**config.mk**
```make
export PLATFORM = sky130hd
export DESIGN_NAME = mem_ctrl
export DESIGN_NICKNAME = d
export VERILOG_FILES = /design/src/rtl/mem_pkg.sv /design/src/rtl/mem_ext.sv /design/src/rtl/mem_ctrl.sv
export SDC_FILE = /design/constraint.sdc
export NUM_CORES = 1
export LEC_CHECK = 0
export CORE_MARGIN = 4
export CORE_UTILIZATION = 46
export DETAILED_ROUTE_END_ITERATION = 12
export PLACE_DENSITY = 0.82
export SLEW_MARGIN = 20
export SYNTH_ARGS = -nofsm -noshare
export SYNTH_HDL_FRONTEND = slang
export SYNTH_SLANG_ARGS = --single-unit
```
**constraint.sdc**
```tcl
create_clock -name clk -period 2.4 [get_ports clk]
set_input_delay 0.48 -clock clk [delete_from_list [all_inputs] [get_ports clk]]
set_output_delay 0.48 -clock clk [all_outputs]
set_load 0.02 [all_outputs]
```
**src/rtl/mem_pkg.sv**
```systemverilog
// mem_pkg: shared request field positions, access lengths
// and FSM state encoding for the memory stage.
package mem_pkg;

  localparam int REQ_EN     = 4;
  localparam int REQ_LEN_HI = 3;
  localparam int REQ_LEN_LO = 2;
  localparam int REQ_WR     = 1;
  localparam int REQ_UNS    = 0;

  localparam logic [1:0] LEN_B = 2'd0;
  localparam logic [1:0] LEN_H = 2'd1;
  localparam logic [1:0] LEN_X = 2'd2;
  localparam logic [1:0] LEN_W = 2'd3;

  typedef enum logic [1:0] {
    S_IDLE    = 2'd0,
    S_RD      = 2'd1,
    S_RD_LAST = 2'd2,
    S_WR      = 2'd3
  } state_t;

endpackage

```
**src/rtl/mem_ext.sv**
```systemverilog
// mem_ext: sign/zero extension of an assembled load value.
// Ports: rbuf (raw bytes), len, uns -> ext (32-bit result).
module mem_ext
  import mem_pkg::*;
(
  input  logic [31:0] rbuf,
  input  logic [1:0]  len,
  input  logic        uns,
  output logic [31:0] ext
);

  always_comb begin
    ext = rbuf;
    unique case (1'b1)
      (len == LEN_B): ext = {{24{~uns & rbuf[7]}}, rbuf[7:0]};
      (len == LEN_H): ext = {{16{~uns & rbuf[15]}}, rbuf[15:0]};
      default:        ext = rbuf;
    endcase
  end

endmodule

```
**src/rtl/mem_ctrl.sv**
```systemverilog
// mem_ctrl: byte-serial memory stage over an 8-bit sync RAM.
// Ports: clk, rst (sync, high); req_e/req_addr/req_data,
// wa_i/we_i from execute; ram_din/ram_a/ram_dout/ram_wr to RAM;
// stall_req upstream; wa_o/we_o/wdata_o write-back triple.
// MEM_ALIGN_CHECK_EN adds misalign_o and drops misaligned
// half/word accesses instead of running them.
module mem_ctrl
  import mem_pkg::*;
#(
  parameter int ADDR_W     = 32,
  parameter int RAM_RD_LAT = 1
) (
  input  logic              clk,
  input  logic              rst,
  input  logic [4:0]        req_e,
  input  logic [ADDR_W-1:0] req_addr,
  input  logic [31:0]       req_data,
  input  logic [4:0]        wa_i,
  input  logic              we_i,
  input  logic [7:0]        ram_din,
  output logic [ADDR_W-1:0] ram_a,
  output logic [7:0]        ram_dout,
  output logic              ram_wr,
  output logic              stall_req,
  output logic [4:0]        wa_o,
  output logic              we_o,
  output logic [31:0]       wdata_o
`ifdef MEM_ALIGN_CHECK_EN
  ,
  output logic              misalign_o
`endif
);

  state_t            state;
  logic [2:0]        cnt;
  logic [ADDR_W-1:0] addr;
  logic [31:0]       data;
  logic [1:0]        len;
  logic              uns;
  logic              we_l;
  logic [4:0]        wa_l;
  logic [31:0]       rbuf;
  logic [31:0]       rbuf_nx;
  logic [31:0]       ext;

  logic [1:0] req_len;
  logic       legal;
  logic       mis;
  logic       accept;
  logic       last;
  logic [1:0] bi;

  assign req_len = req_e[REQ_LEN_HI:REQ_LEN_LO];
  assign legal   = req_e[REQ_EN] && (req_len != LEN_X);

`ifdef MEM_ALIGN_CHECK_EN
  assign mis = legal &&
    (((req_len == LEN_H) && req_addr[0]) ||
     ((req_len == LEN_W) && (req_addr[1:0] != 2'b00)));
`else
  assign mis = 1'b0;
`endif

  assign accept = (state == S_IDLE) && legal && !mis;
  assign last   = (cnt == {1'b0, len});

  // read data trails the issued address by the RAM latency
  assign bi = 2'(cnt - 3'(RAM_RD_LAT));

  always_comb begin
    rbuf_nx = rbuf;
    if ((state == S_RD || state == S_RD_LAST) && cnt != 3'd0)
      rbuf_nx[{bi, 3'b000} +: 8] = ram_din;
  end

  mem_ext u_ext (
    .rbuf (rbuf_nx),
    .len  (len),
    .uns  (uns),
    .ext  (ext)
  );

  assign ram_a = (state == S_RD || state == S_WR) ?
                 addr + ADDR_W'(cnt) : '0;
  assign ram_dout = (state == S_WR) ?
                    data[{cnt[1:0], 3'b000} +: 8] : 8'h00;
  // gated by rst so an aborted store stops writing at once
  assign ram_wr = (state == S_WR) && !rst;
  assign stall_req = accept || (state == S_RD) ||
                     ((state == S_WR) && !last);

  always_ff @(posedge clk) begin
    if (rst) begin
      state   <= S_IDLE;
      cnt     <= '0;
      addr    <= '0;
      data    <= '0;
      len     <= '0;
      uns     <= 1'b0;
      we_l    <= 1'b0;
      wa_l    <= '0;
      rbuf    <= '0;
      wa_o    <= '0;
      we_o    <= 1'b0;
      wdata_o <= '0;
`ifdef MEM_ALIGN_CHECK_EN
      misalign_o <= 1'b0;
`endif
    end else begin
`ifdef MEM_ALIGN_CHECK_EN
      misalign_o <= 1'b0;
`endif
      unique case (state)
        S_IDLE: begin
          cnt <= '0;
          if (accept) begin
            addr    <= req_addr;
            data    <= req_data;
            len     <= req_len;
            uns     <= req_e[REQ_UNS];
            we_l    <= we_i;
            wa_l    <= wa_i;
            rbuf    <= '0;
            wa_o    <= '0;
            we_o    <= 1'b0;
            wdata_o <= '0;
            state   <= req_e[REQ_WR] ? S_WR : S_RD;
          end else if (mis) begin
            wa_o    <= '0;
            we_o    <= 1'b0;
            wdata_o <= '0;
`ifdef MEM_ALIGN_CHECK_EN
            misalign_o <= 1'b1;
`endif
          end else begin
            wa_o    <= wa_i;
            we_o    <= we_i;
            wdata_o <= 32'(req_addr);
          end
        end
        S_RD: begin
          rbuf <= rbuf_nx;
          cnt  <= cnt + 3'd1;
          we_o <= 1'b0;
          if (last) state <= S_RD_LAST;
        end
        S_RD_LAST: begin
          rbuf    <= rbuf_nx;
          wdata_o <= ext;
          wa_o    <= wa_l;
          we_o    <= we_l;
          cnt     <= '0;
          state   <= S_IDLE;
        end
        S_WR: begin
          cnt     <= cnt + 3'd1;
          wdata_o <= '0;
          we_o    <= 1'b0;
          if (last) begin
            wa_o  <= wa_l;
            we_o  <= we_l;
            cnt   <= '0;
            state <= S_IDLE;
          end
        end
        default: state <= S_IDLE;
      endcase
    end
  end

endmodule

```
==> results of run 1 <==
cells in the final DEF, fill, tap and decap left out, types with 5 or more instances in the layout:
master and n:
a211oi_1 11, a21oi_1 92, a221oi_1 22, a22o_1 32
a22oi_1 6, a2bb2oi_1 14, a311oi_1 5, and2_1 14
buf_12 6, buf_2 8, buf_4 117, buf_6 17
bufinv_16 5, clkbuf_16 18, clkdlybuf4s50_1 121, dfxtp_1 136
dfxtp_2 11, ha_1 7, inv_1 33, mux2i_1 9
mux4_2 8, nand2_1 181, nand3_1 27, nor2_1 36
nor2_2 8, nor2b_1 21, nor3_1 12, nor3_2 9
nor4_4 5, o21ai_0 17, o22ai_1 5, xnor2_1 20
xor2_1 8
through the flow:
step	instances	TNS, ns
detailed placement	1290	-12.66
floorplan	885	-0.03351
global route	1342	-9.971
CTS	1331	-7.775
global placement	1290	-10.09
finish	1342	-7.226
worst max-delay path: stages (launching register included):
cell,delay (ns)
dfxtp_4,0.36
ha_4,0.17
fa_2,0.41
a21oi_4,0.14
nand3b_1,0.16
buf_6,0.15
buf_4,0.12
nor4_4,0.04
nor2_2,0.13
nor2_2,0.05
buf_6,0.13
per-layer routing:
| layer | vias to the layer above | share of wire | track usage | wire length (um) |
|---|---|---|---|---|
| li1 | 3582 | - | - | - |
| met1 | 3752 | 0.41 | 0.3641 | 10690 |
| met2 | 446 | 0.48 | 0.4436 | 12510 |
| met3 | 76 | 0.079 | 0.06114 | 2076 |
| met4 | 0 | 0.033 | 0.1052 | 850 |
| met5 | - | 0 | 0 | 0 |
final cells by class:
class / instances / share of cell area
clock buffers: 18 / 0.03973
multi-input cells: 643 / 0.3977
flip-flops and latches: 148 / 0.2759
well taps: 211 / 0.02444
inverters: 33 / 0.01147
clock inverters: 14 / 0.01946
repair buffers: 275 / 0.2313
flip-flops by register name, indices dropped and copies added (netlist names):
register	cells
wdata_o	32
we_l	1
len	2
wa_o	5
rbuf	32
state	2
addr	32
cnt	3
we_o	1
uns	1
wa_l	5
data	32
power breakdown:
part / internal, uW / switching, uW
sequential: 2670 / 124
clock: 1840 / 1070
combinational: 844 / 1080
total: 5350 / 2270
how the worst min path moves through the flow:
| stage | start | to | slack, ns | depth (start not counted) |
|---|---|---|---|---|
| 6_report | wa_l[3] | wa_o[3] | 0.45 | 2 |
| 5_1_grt | wa_l[3] | wa_l[3] | 0.47 | 2 |
| 3_5_place_dp | data[18] | data[18] | 0.44 | 2 |
| 2_1_floorplan | wa_l[3] | wa_o[3] | 0.43 | 2 |
| 3_3_place_gp | wa_l[3] | wa_o[3] | 0.43 | 2 |
| 4_1_cts | wa_l[3] | wa_o[3] | 0.45 | 2 |
what timing repair did:
action / in CTS / in global routing
setup endpoints to repair: 66 / 56
cloned: 0 / 1
pin swaps: 27 / 17
hold endpoints to repair: 0 / 0
gates resized for setup: 181 / 85
buffers inserted: 9 / 10
cells by family (layout without fill, tap and decap cells):
| logic type | count (synthesis) | in the layout | share of synthesized area |
|---|---|---|---|
| multiplexers | 18 | 18 | 0.03870 |
| AO/OA/AOI/OAI | 226 | 226 | 0.2068 |
| AND/OR/NAND/NOR | 356 | 356 | 0.2368 |
| buffers and inverters | 94 | 340 | 0.05490 |
| adder cells (fa/ha/maj) | 13 | 13 | 0.02319 |
| XOR/XNOR | 30 | 30 | 0.03581 |
| flip-flops | 148 | 148 | 0.4038 |
==> impl_metrics.json, run 1 <==
{
  "setup_viol": 28,
  "tightestPinTransition_ns": 0.7727,
  "yosysTopAreaCell": "dfxtp_1",
  "die_h_um": 134.3,
  "period_minus_slack_ns": 2.770,
  "critPathCaptureType": "output pin",
  "via_per_inst": 5.854,
  "fp.dieArea_um2": 18040,
  "synthArstFlopShare": 0,
  "finalWorstSetupSlack_ns": -0.3702,
  "coreArea_um2": 15430,
  "antennaDiodeCount": 0,
  "grt_use_total": 0.2761,
  "r2r_slack_ns": 0.02,
  "rows": 45,
  "hold_class": "reg -> reg",
  "cts_tree": "built",
  "drtIter0Drc": 975,
  "endpoint": "ram_a[26]",
  "fmax_mhz": 361.0,
  "netlist_area_um2": 7338,
  "dp_slack_ns": -0.4234,
  "holdWs_ns": 0.4517,
  "start_kind": "flop",
  "dpl.hpwl_um": 17540,
  "worstPathMaxFanout": 6,
  "r2r-end": "wdata_o[20]",
  "routedWlPerCell_um": 19.47,
  "grt_max_degree": 74,
  "cts_root_buf": "clkbuf_16",
  "fill_cells": 1105,
  "finalHoldViolations": 0,
  "p_leak_uw": 0.004097,
  "yosysSeqAreaShare": 0.4038,
  "h-tree-depth": 4,
  "ir_drop_mv": 0.6036,
  "via_count": 7856,
  "multi_input_area_um2": 4295,
  "antenna_found_initial": 0,
  "synth_cell_types": 61,
  "slew_violations": 0,
  "yosysTopAreaCellShare": 0.4038,
  "synth.most_common_cell": "nand2_1",
  "fin_util": 0.7002,
  "rsz0062_at_grt": "yes",
  "powerDensity_nw_per_um2": 705.4,
  "regArea_um2": 2980,
  "clock_skew_ns": 0.006060,
  "synth_area_leaders": "dfxtp_1, nand2_1, a21oi_1, a22o_1, a221oi_1",
  "crit_type": "reg -> out",
  "cts_buffer_depth": 2,
  "yosysWarnings": 0,
  "synth-edff-count": 0,
  "place.gp.congestion": 0.9042,
  "clk_latency_ns": 0.43,
  "maxCapViolations": 0,
  "grt_remaining_overflow": 0,
  "ff2ff_path_depth": 10,
  "io_pins": 165,
  "startpoint": "cnt[0]",
  "drcViolationCount": 0,
  "synth-main-ff-cell": "dfxtp_1",
  "crit_arrival_ns": 2.29,
  "final.period_utilization": 1.154,
  "antenna_left": 0,
  "netlist_instances": 885,
  "violations": "negative setup slack",
  "area_delta_synth_final_pct": 47.20,
  "detail_route.first_pass.iterations": 6,
  "r2r_start": "cnt[0]",
  "finalPower_uw": 7619,
  "status": "complete, but fails checks",
  "synth_nets": 983,
  "netlist_top_cells_count": "nand2_1, dfxtp_1, a21oi_1",
  "start_util": 0.4757,
  "grt_pass1_vias": 7267,
  "clock_sinks": 148,
  "relSlewSlack": 0.4849,
  "cp.required_ns": 1.92,
  "clkSlewWorstSetupHoldPaths_ns": 0.06,
  "synth.ff_latch_count": 148,
  "syn_area_per_cell_um2": 8.292,
  "die_x_um": 134.3,
  "drive_gt1_frac": 0.2423,
  "port_buffers": 164,
  "grt_pass1_wl_um": 39520,
  "final_area_um2": 10800,
  "drt-total-wl_um": 26130,
  "place_area_um2": 9748,
  "cts_buffers": 17,
  "hold_buffers": 0,
  "nets": 1216
}
No activity file was read; power rests on OpenSTA's default activity.
==> run 2, diff against run 1 <==
--- a/config.mk
+++ b/config.mk
@@ -5,10 +5,11 @@
 export SDC_FILE = /design/constraint.sdc
 export NUM_CORES = 1
 export LEC_CHECK = 0
-export CORE_MARGIN = 4
-export CORE_UTILIZATION = 46
+export CORE_MARGIN = 2
+export CORE_UTILIZATION = 58
 export DETAILED_ROUTE_END_ITERATION = 12
-export PLACE_DENSITY = 0.82
+export DONT_BUFFER_PORTS = 1
+export PLACE_DENSITY = 0.81
 export SLEW_MARGIN = 20
 export SYNTH_ARGS = -nofsm -noshare
 export SYNTH_HDL_FRONTEND = slang
==> run 2 against run 1 <==
Compared with the run above:
- critical endpoint is now ram_a[16]
- the run still ends with negative setup slack left
- combinational power decreased by 36%
- highest routed layer unchanged
- clock power down 14%
- global-route usage increased by 4.0 points
- register-to-register slack improved by 0.03 ns
- critical path type unchanged
- sequential share of layout area is 5.7 points higher
- total power fell by 12%
- die area decreased by 25%
==> impl_metrics.json, run 2 (synthesis gave the netlist of run 1 again) <==
{
  "cpMostUsedCell": "buf_4",
  "die_h_um": 116.5,
  "clock_skew_ns": 0.01007,
  "via_per_inst": 6.247,
  "dpl.hpwl_um": 14270,
  "finalWorstSetupSlack_ns": -0.3967,
  "critPathCaptureType": "output pin",
  "clkSlewWorstSetupHoldPaths_ns": 0.06,
  "rows": 41,
  "fill_cells": 874,
  "antennaDiodeCount": 0,
  "critical_path.top_delay_family": "simple AND/OR/NAND/NOR gates",
  "finalHoldViolations": 0,
  "worstPathMaxFanout": 10,
  "drcViolationCount": 0,
  "grt_max_degree": 133,
  "nets": 1032,
  "place.gp.congestion": 0.9662,
  "fp.dieArea_um2": 13570,
  "antenna_found_initial": 0,
  "cp.required_ns": 1.92,
  "slew_violations": 0,
  "setup_viol": 29,
  "coreArea_um2": 12470,
  "h-tree-depth": 4,
  "drive_gt1_frac": 0.2313,
  "relSlewSlack": 0.5324,
  "cts_root_buf": "clkbuf_16",
  "cp_cell_sequence": "nand4_1 -> buf_4 -> or4_4 -> nor3_2 -> xnor2_1 -> nor2_1 -> buf_4",
  "die_x_um": 116.5,
  "ir_drop_mv": 0.5607,
  "tightestPinTransition_ns": 0.6967,
  "start_kind": "flop",
  "fin_util": 0.7195,
  "slowest_stage": "or4_4",
  "status": "complete, but fails checks",
  "worst-path-buf-inv": 2,
  "p_leak_uw": 0.003211,
  "io_pins": 165,
  "grt_remaining_overflow": 0,
  "area_delta_synth_final_pct": 22.22,
  "routedWlPerCell_um": 20.08,
  "detail_route.first_pass.iterations": 6,
  "hold_class": "in -> reg",
  "fin_setup_tns_ns": -7.717,
  "via_count": 6990,
  "crit_type": "reg -> out",
  "cts_buffers": 17,
  "period_minus_slack_ns": 2.797,
  "cts_tree": "built",
  "violations": "negative setup slack",
  "fmax_mhz": 357.6,
  "port_buffers": 0,
  "powerDensity_nw_per_um2": 744.9,
  "grt_use_total": 0.3157,
  "maxCapViolations": 0,
  "layout_common_cells": "nand2_1, dfxtp_1, a21oi_1",
  "antenna_left": 0,
  "grt_pass1_wl_um": 33210,
  "drtIter0Drc": 726,
  "final_common_cell": "nand2_1",
  "clk_latency_ns": 0.42,
  "cts_buffer_depth": 2,
  "slowest_delay_ns": 0.63,
  "grt_pass1_vias": 6191,
  "rsz0062_at_grt": "yes",
  "crit_arrival_ns": 2.32,
  "drt-total-wl_um": 22470,
  "start_util": 0.5887,
  "clock_sinks": 148,
  "final.period_utilization": 1.165
}
run 2: power by group:
group          internal, uW  leakage [uW]  total, uW  switching (uW)
logic                   505       0.00173       1230             720
clock network          1400      0.000269       2490            1090
registers              2670       0.00122       2970             298
total                  4570       0.00321       6680            2110
run 2: metrics by stage:
stage	hold WS [ns]	worst slack (ns)	power, uW	instances	area [um^2]
after global routing	0.1087	-0.4849	6924	1119	8969
after CTS	0.1207	-0.3176	6597	1112	8723
after detailed placement	0.4387	0.03349	4135	1070	7920
final	0.1218	-0.3967	6680	1119	8969
after global placement	0.4337	0.08290	4112	1070	7920
after floorplan	0.4291	-0.02692	3791	885	7391
run 2: timing repair:
item                       CTS  global route
pin swaps                   24            35
setup endpoints to repair   29            63
gates resized for setup     39            38
hold buffers                 0             0
gates cloned                 3             0
buffers inserted             7             7
run 2: layout make-up:
class                      count  area, um^2  share of cell area
sequential                   148        2988              0.3331
clock buffer                  20       456.7             0.05092
clock inverter                12       97.59             0.01088
multi-input combinational    646        4329              0.4827
timing repair buffer          88       758.2             0.08454
inverter                      33       123.9             0.01381
tap                          172       215.2             0.02400
run 2: worst paths after layout:
| kind | from | endpoint | slack (ns) | cells past startpoint |
|---|---|---|---|---|
| max | addr[8] | ram_a[16] | -0.40 | 7 |
| min | rst | data[26] | 0.12 | 1 |
| max reg2reg | cnt[1] | wdata_o[21] | 0.05 | 8 |
| min reg2reg | data[22] | data[22] | 0.45 | 2 |
run 2: layer usage:
layer / wire length, um / part of all wire / global-route usage
met5: 0 / 0 / 0
met4: 786 / 0.035 / 0.1183
met3: 2441 / 0.11 / 0.1059
met2: 10790 / 0.48 / 0.5174
met1: 8449 / 0.38 / 0.3874
